<file path="src/rtl/cal_fifo_pkg.sv">
// rtl/cal_fifo_pkg.sv - shared constants and helpers for calibrator FIFOs
package cal_fifo_pkg;

    function automatic int clog2(input int value);
        int res;
        int v;
        res = 0;
        v = value - 1;
        while (v > 0) begin
            res = res + 1;
            v = v >> 1;
        end
        return res;
    endfunction

    localparam int CAL_FIFO_WIDTH      = 32;
    localparam int CAL_FIFO_DEPTH      = 128;
    localparam int CAL_FIFO_DEPTH_LOG2 = clog2(CAL_FIFO_DEPTH);
    localparam int CAL_FIFO_PIPE_MAX   = 1;

endpackage

</file>
<file path="src/rtl/cal_sdp_ram.sv">
// rtl/cal_sdp_ram.sv - simple dual-port RAM, registered read, optional output register
module cal_sdp_ram
    import cal_fifo_pkg::*;
#(
    parameter int WIDTH      = CAL_FIFO_WIDTH,
    parameter int DEPTH_LOG2 = CAL_FIFO_DEPTH_LOG2,
    parameter int PIPE       = 1
) (
    input  logic                  clk,
    input  logic                  rst,
    input  logic                  we,
    input  logic [DEPTH_LOG2-1:0] waddr,
    input  logic [WIDTH-1:0]      wdata,
    input  logic                  re,
    input  logic [DEPTH_LOG2-1:0] raddr,
    input  logic                  oe,
    output logic [WIDTH-1:0]      rdata
);

    localparam int DEPTH = 1 << DEPTH_LOG2;

    logic [WIDTH-1:0] mem [0:DEPTH-1];
    logic [WIDTH-1:0] rd_q;

    always_ff @(posedge clk) begin
        if (we) begin
            mem[waddr] <= wdata;
        end
    end

    // Read register only loads on an accepted read so downstream data holds between reads.
    always_ff @(posedge clk or posedge rst) begin
        if (rst) begin
            rd_q <= '0;
        end else if (re) begin
            rd_q <= mem[raddr];
        end
    end

    generate
        if (PIPE != 0) begin : g_out_reg
            logic [WIDTH-1:0] out_q;
            always_ff @(posedge clk or posedge rst) begin
                if (rst) begin
                    out_q <= '0;
                end else if (oe) begin
                    out_q <= rd_q;
                end
            end
            assign rdata = out_q;
        end else begin : g_no_out_reg
            logic unused_oe;
            assign unused_oe = oe;
            assign rdata     = rd_q;
        end
    endgenerate

endmodule

</file>
<file path="src/rtl/cal_sync_fifo.sv">
// rtl/cal_sync_fifo.sv - single-clock calibrator FIFO with registered flags, count and error pulses
module cal_sync_fifo
    import cal_fifo_pkg::*;
#(
    parameter int WIDTH      = CAL_FIFO_WIDTH,
    parameter int DEPTH_LOG2 = CAL_FIFO_DEPTH_LOG2,
    parameter int PIPE       = 1,
    parameter int AFULL_TH   = 120,
    parameter int AEMPTY_TH  = 8
) (
    input  logic                  CLOCK,
    input  logic                  RESET,
    input  logic                  CLEAR,
    input  logic [WIDTH-1:0]      WDATA,
    input  logic                  WE,
    input  logic                  RE,
    output logic [WIDTH-1:0]      RDATA,
    output logic                  RVALID,
    output logic                  FULL,
    output logic                  AFULL,
    output logic                  EMPTY,
    output logic                  AEMPTY,
    output logic [DEPTH_LOG2:0]   COUNT,
    output logic                  OVERFLOW,
    output logic                  UNDERFLOW
);

    localparam int DEPTH = 1 << DEPTH_LOG2;
    localparam logic [DEPTH_LOG2:0] DEPTH_C  = (DEPTH_LOG2+1)'(DEPTH);
    localparam logic [DEPTH_LOG2:0] AFULL_C  = (DEPTH_LOG2+1)'(AFULL_TH);
    localparam logic [DEPTH_LOG2:0] AEMPTY_C = (DEPTH_LOG2+1)'(AEMPTY_TH);

    generate
        if (AEMPTY_TH < 0 || AEMPTY_TH >= AFULL_TH || AFULL_TH > DEPTH) begin : g_bad_thresholds
            $error("cal_sync_fifo: thresholds must satisfy 0 <= AEMPTY_TH < AFULL_TH <= DEPTH");
        end
        if (PIPE < 0 || PIPE > CAL_FIFO_PIPE_MAX) begin : g_bad_pipe
            $error("cal_sync_fifo: PIPE out of range");
        end
        if (WIDTH < 1 || WIDTH > 64 || DEPTH_LOG2 < 1 || DEPTH_LOG2 > 12) begin : g_bad_size
            $error("cal_sync_fifo: WIDTH or DEPTH_LOG2 out of range");
        end
    endgenerate

    logic [DEPTH_LOG2-1:0] wptr;
    logic [DEPTH_LOG2-1:0] rptr;
    logic [DEPTH_LOG2:0]   count_nxt;
    logic                  wr_acc;
    logic                  rd_acc;
    logic                  rd_v1;

    // Decisions use the registered flags; CLEAR suppresses both ports.
    assign wr_acc = WE && !FULL && !CLEAR;
    assign rd_acc = RE && !EMPTY && !CLEAR;

    always_comb begin
        count_nxt = COUNT;
        case ({wr_acc, rd_acc})
            2'b10:   count_nxt = COUNT + (DEPTH_LOG2+1)'(1);
            2'b01:   count_nxt = COUNT - (DEPTH_LOG2+1)'(1);
            default: count_nxt = COUNT;
        endcase
    end

    always_ff @(posedge CLOCK or posedge RESET) begin
        if (RESET) begin
            wptr      <= '0;
            rptr      <= '0;
            COUNT     <= '0;
            FULL      <= 1'b0;
            AFULL     <= 1'b0;
            EMPTY     <= 1'b1;
            AEMPTY    <= 1'b1;
            OVERFLOW  <= 1'b0;
            UNDERFLOW <= 1'b0;
            rd_v1     <= 1'b0;
            RVALID    <= 1'b0;
        end else if (CLEAR) begin
            wptr      <= '0;
            rptr      <= '0;
            COUNT     <= '0;
            FULL      <= 1'b0;
            AFULL     <= 1'b0;
            EMPTY     <= 1'b1;
            AEMPTY    <= 1'b1;
            OVERFLOW  <= 1'b0;
            UNDERFLOW <= 1'b0;
            rd_v1     <= 1'b0;
            RVALID    <= 1'b0;
        end else begin
            if (wr_acc) wptr <= wptr + DEPTH_LOG2'(1);
            if (rd_acc) rptr <= rptr + DEPTH_LOG2'(1);
            COUNT     <= count_nxt;
            FULL      <= (count_nxt == DEPTH_C);
            AFULL     <= (count_nxt >= AFULL_C);
            EMPTY     <= (count_nxt == '0);
            AEMPTY    <= (count_nxt <= AEMPTY_C);
            OVERFLOW  <= WE && FULL;
            UNDERFLOW <= RE && EMPTY;
            rd_v1     <= rd_acc;
            RVALID    <= (PIPE == 0) ? rd_acc : rd_v1;
        end
    end

    // Output register only advances for reads that survive a flush, so RDATA holds on squash.
    cal_sdp_ram #(
        .WIDTH      (WIDTH),
        .DEPTH_LOG2 (DEPTH_LOG2),
        .PIPE       (PIPE)
    ) u_ram (
        .clk   (CLOCK),
        .rst   (RESET),
        .we    (wr_acc),
        .waddr (wptr),
        .wdata (WDATA),
        .re    (rd_acc),
        .raddr (rptr),
        .oe    (rd_v1 && !CLEAR),
        .rdata (RDATA)
    );

endmodule
</file>
<file path="config.mk">
export PLATFORM = sky130hd
export DESIGN_NAME = cal_sync_fifo
export DESIGN_NICKNAME = d
export VERILOG_FILES = /design/src/rtl/cal_fifo_pkg.sv /design/src/rtl/cal_sdp_ram.sv /design/src/rtl/cal_sync_fifo.sv
export SDC_FILE = /design/constraint.sdc
export NUM_CORES = 2
export LEC_CHECK = 0
export ABC_CLOCK_PERIOD_IN_PS = 3800
export BUFFER_PORTS_ARGS = -buffer_cell sky130_fd_sc_hd__buf_2
export CAP_MARGIN = 20
export CORE_ASPECT_RATIO = 1.75
export CORE_MARGIN = 2
export CORE_UTILIZATION = 35
export DETAILED_ROUTE_END_ITERATION = 10
export SETUP_SLACK_MARGIN = 0.1
export SLEW_MARGIN = 20
export SYNTH_ARGS = -nofsm -noshare
export SYNTH_HDL_FRONTEND = slang
export SYNTH_SLANG_ARGS = --single-unit
</file>
<file path="constraint.sdc">
create_clock -name CLOCK -period 3.8 [get_ports CLOCK]
set_clock_uncertainty 0.2 [all_clocks]
set_input_delay 0 -clock CLOCK [delete_from_list [all_inputs] [get_ports CLOCK]]
set_output_delay 0 -clock CLOCK [all_outputs]
set_load 0.01 [all_outputs]
</file>
==> flow_results.org <==
** STA
- Worst Hold Margin :: -18.6 ps
- Setup violations remaining at the end of the flow were counted as 0.
- Fraction of the cycle the final worst path needs :: a little over nine tenths
- Worst-margin pin slew :: 1250 ps
- The count of final hold-check violations was 12.
- Number of max-slew violations in the final report :: 0
- Min Tclk post-route :: approximately 3700 ps
- RSZ-0062 raised after global routing :: yes
- For this run, the top clock speed supported by timing is around 270 MHz.
- Relative slew slack :: between 10% and 20%
- Total negative slack for setup checks :: 0 ps

** Layout
- From synthesis to final layout, the design area changed by 17.1%.
- Final standard cell count with taps included and fillers excluded :: 14465
- Fraction of final layout cells with drive strength greater than 1 :: between 30% and 40%
- Net count reported at finish :: ~8000
- Most common cell after layout, fill and taps aside :: sky130_fd_sc_hd__edfxtp_1
- The top cell types in the final layout, fill and taps aside, are sky130_fd_sc_hd__edfxtp_1, sky130_fd_sc_hd__mux4_2, sky130_fd_sc_hd__buf_4.

** Drt
- Met2 WL post-DR :: 265 mm
- Met3 Wirelength :: around 36 mm
- The detail route stage leaves a number of antenna-violating nets equal to 0.
- Post-DR wirelength/cell :: around 36 um
- Vias/cell :: 5.70
- Number of optimization iterations in the first detailed-route pass :: 8
- Drt initial violations :: 10632
- For this run, design rule violations remaining after detail routing come to 0.
- Top layer in use :: met5
- For this block, wires on met1 add up to 172 mm.
- For this block, the routed nets add up to around 520 mm of wire.
- For this block, the via count after detailed routing is slightly above 80000.

** Worst setup path
- Number of cells on the worst reg-to-reg path :: 10
- Among the stages of the critical path, the cell type that occurs most often is sky130_fd_sc_hd__buf_12.
- Maximum single-stage delay on the critical path :: between 600 and 700 ps
- Crit Path Max Fanout :: 22
- Startpoint of the worst-slack reg-to-reg timing path :: rptr[1]
- CP top delay family :: compound AO/OA/AOI/OAI gates
- Critical path, cell by cell :: buf_12 > buf_12 > buf_12 > buf_12 > mux4_2 > a22o_1 > nor2_1 > o21ai_0 > a31oi_2 > o31ai_1
- The worst setup path is captured at a flop.
- The slowest stage of the critical path belongs to the cell sky130_fd_sc_hd__dfrtp_4.
- Critical path data required time :: around 4500 ps
- Data arrival at the endpoint of the critical path :: 4370 ps
- FF-to-FF setup slack :: 80 ps
- R2R Path End :: u_ram.rd_q[7]
- Sort of element at the start of the critical path :: flop
- The critical path is of the flop to flop type.
- Critical path buffers and inverters :: 4

** Power and ir drop
- Total power density per cell area :: 518 mW/mm^2
- Total leakage power :: about 58 nW
- The worst-case IR drop observed on VDD is between 0.0003 and 0.0004 V.
- After layout, the design draws a total of ~0.098 W.

** Place
- Port buffering added 83 buffers.
- DP HPWL :: approximately 330 mm
- At the end of routability-driven placement, the weighted congestion stood at between 0.9 and 1.
- Cell total after placement :: around 14000

** Min path
- The tightest min-delay check is of the primary input to flop type.
- Hold depth :: 2
- Launch instance of the worst min-delay path :: WDATA[26]
- The path with the worst hold slack has its endpoint at u_ram.mem[10][26].

** CTS
- CTS max path bufs :: 4
- Clock tree synthesis inserted a total of around 350 buffers.
- Total number of clock tree sinks :: 4190
- Later-pin clock latency in the skew report :: 980 ps
- Cell chosen for the clock root :: sky130_fd_sc_hd__clkbuf_16
- TritonCTS built the clock tree.
- Clock-pin slew was measured on the worst setup and hold paths at around 70 ps.
- H-tree levels :: 5

** Synth
- Yosys warning total :: 0
- For this run, the register share of the synthesized area comes to just under 80%.
- The average instance in the mapped netlist occupies 22.2 um^2.
- Count of distinct cell types in the synthesized netlist :: 87
- The share of synthesized area in the top cell type comes to 76.4%.
- After synthesis the cells add up to approximately 0.16 mm^2.
- The most used flip-flop cell after synthesis is sky130_fd_sc_hd__edfxtp_1.
- The biggest area contributor in the post-synthesis netlist is sky130_fd_sc_hd__edfxtp_1.
- Gate count of the mapped netlist :: about 7200
- Main area contributors after synthesis :: sky130_fd_sc_hd__edfxtp_1, sky130_fd_sc_hd__mux4_2, sky130_fd_sc_hd__mux2i_1, sky130_fd_sc_hd__dfrtp_1, sky130_fd_sc_hd__nor2_1
- Fraction of registers with async set or reset after synthesis :: between 2 and 2.5%
- The number of nets in the synthesized netlist is ~7300.
- Number of synthesized flops with an enable pin :: between 4000 and 5000
- Synthesis inferred between 4000 and 5000 register bits.

** Global routing
- First-pass GRT wire length :: 711 mm
- The initial antenna violation count was 32.
- Overflow left after global routing :: 0
- Via count of the first global-routing pass :: around 84000
- Global-route total usage across every layer :: between 20 and 25%
- Entering global routing, the biggest net connects 102 pins.

** Floorplanning
- Once the floorplan was initialized, standard cells occupied a little over a third of the core.
- The floorplan step defined a core boundary enclosing ~0.46 mm^2.
- Die height :: 901 um
- The floorplan has between 300 and 400 rows.
- Overall die area :: between 0.4 and 0.5 mm^2
- Top-level port count :: 84
- In this run the horizontal extent of the chip is between 500 and 600 um.

** Run
- Across the run, the number of max-cap violations was 0.

** Outcome
- Run status :: finished, violations left
- Violations in the final reports :: hold timing
[flip-flops by register name (all words and copies together) (netlist names), 7 cells and up]
name,flops
u_ram.mem,4096
u_ram.rd_q,32
u_ram.rdata,32
COUNT,8
rptr,7
wptr,7
[cells in the mapped netlist, types with 35 or more instances]
cell type / instances
sky130_fd_sc_hd__edfxtp_1: 4096
sky130_fd_sc_hd__mux4_2: 967
sky130_fd_sc_hd__mux2i_1: 335
sky130_fd_sc_hd__nor2_1: 242
sky130_fd_sc_hd__nand2_1: 192
sky130_fd_sc_hd__a21oi_1: 147
sky130_fd_sc_hd__clkbuf_1: 138
sky130_fd_sc_hd__buf_2: 107
sky130_fd_sc_hd__dfrtp_1: 92
sky130_fd_sc_hd__a22oi_1: 70
sky130_fd_sc_hd__buf_4: 65
sky130_fd_sc_hd__buf_6: 59
sky130_fd_sc_hd__o221ai_1: 58
sky130_fd_sc_hd__a221oi_1: 57
sky130_fd_sc_hd__o22ai_1: 57
sky130_fd_sc_hd__o21ai_0: 48
sky130_fd_sc_hd__mux2_2: 45
sky130_fd_sc_hd__nor3_1: 43
sky130_fd_sc_hd__a211oi_1: 36
sky130_fd_sc_hd__buf_1: 35
[worst reg2reg max path, delay by kind of cell, from the launching register on]
kind | cells | cell delay [ps]
muxes | 1 | 370
and+or+nand+nor | 1 | 370
DFF | 1 | 660
buffers and inverters | 4 | 940
AOI/OAI and AO/OA | 4 | 1080
[worst max path at each step]
stage | startpoint | end | slack (ps) | depth (start not counted)
global placement | rptr[0] | u_ram.rd_q[19] | -860 | 9
CTS | rptr[0] | u_ram.rd_q[2] | 60 | 10
finish | rptr[1] | u_ram.rd_q[7] | 80 | 10
global route | rptr[0] | u_ram.rd_q[7] | 90 | 11
detailed placement | rptr[0] | u_ram.rd_q[25] | -430 | 10
floorplan | FULL | u_ram.mem[111][0] | 20 | 7
[per-stage QoR]
stage          setup WS (ps)  util, %  area (um^2)  hold slack, ps
6_report                81.9     41.1       188000           -18.6
5_1_grt                 93.4     41.1       188000            30.4
4_1_cts                 60.0     41.1       188000            4.06
3_5_place_dp            -429     38.3       176000            39.9
3_3_place_gp            -862     38.3       176000            36.7
2_1_floorplan           24.9        -       161000            -101
[routing by layer]
layer | vias to the layer above | track usage [%]
li1 | 32185 | -
met1 | 44786 | 24.5
met2 | 4324 | 38.3
met3 | 1190 | 3.04
met4 | 8 | 18.2
met5 | - | 0
[power breakdown]
| part | total (W) | internal (W) | switching [W] |
|---|---|---|---|
| clock | 0.0378 | 0.0208 | 0.0170 |
| sequential | 0.0515 | 0.0511 | 0.000490 |
| combinational | 0.00817 | 0.00346 | 0.00471 |
| total | 0.0976 | 0.0753 | 0.0222 |
[layout make-up]
| type | instances | area, um^2 |
|---|---|---|
| Antenna cell | 55 | 138 |
| Clock buffer | 420 | 9300 |
| Clock inverter | 219 | 2460 |
| Fill cell | 39393 | 270000 |
| Inverter | 10 | 65.1 |
| Multi-Input combinational cell | 2624 | 34400 |
| Sequential cell | 4190 | 125000 |
| Tap cell | 6123 | 7660 |
| Timing Repair Buffer | 824 | 9070 |
[logic make-up after synthesis]
family | count (synthesis) | share of synthesized area (%)
compound gates | 642 | 2.79
xor+xnor | 18 | 0.0979
fa+ha+maj | 4 | 0.0311
buf+inv | 426 | 1.59
flops | 4190 | 77.9
mux | 1347 | 15.9
simple gates | 613 | 1.69
[what timing repair did]
item | in CTS | in global routing
gates cloned | 0 | 0
setup endpoints to repair | 21 | 16
hold buffers | 55 | 1
pin swaps | 1 | 0
buffers inserted | 3 | 0
endpoints found under the hold margin | 4234 | 20
resized for setup | 24 | 24
Power figures use the tool's default switching activity.
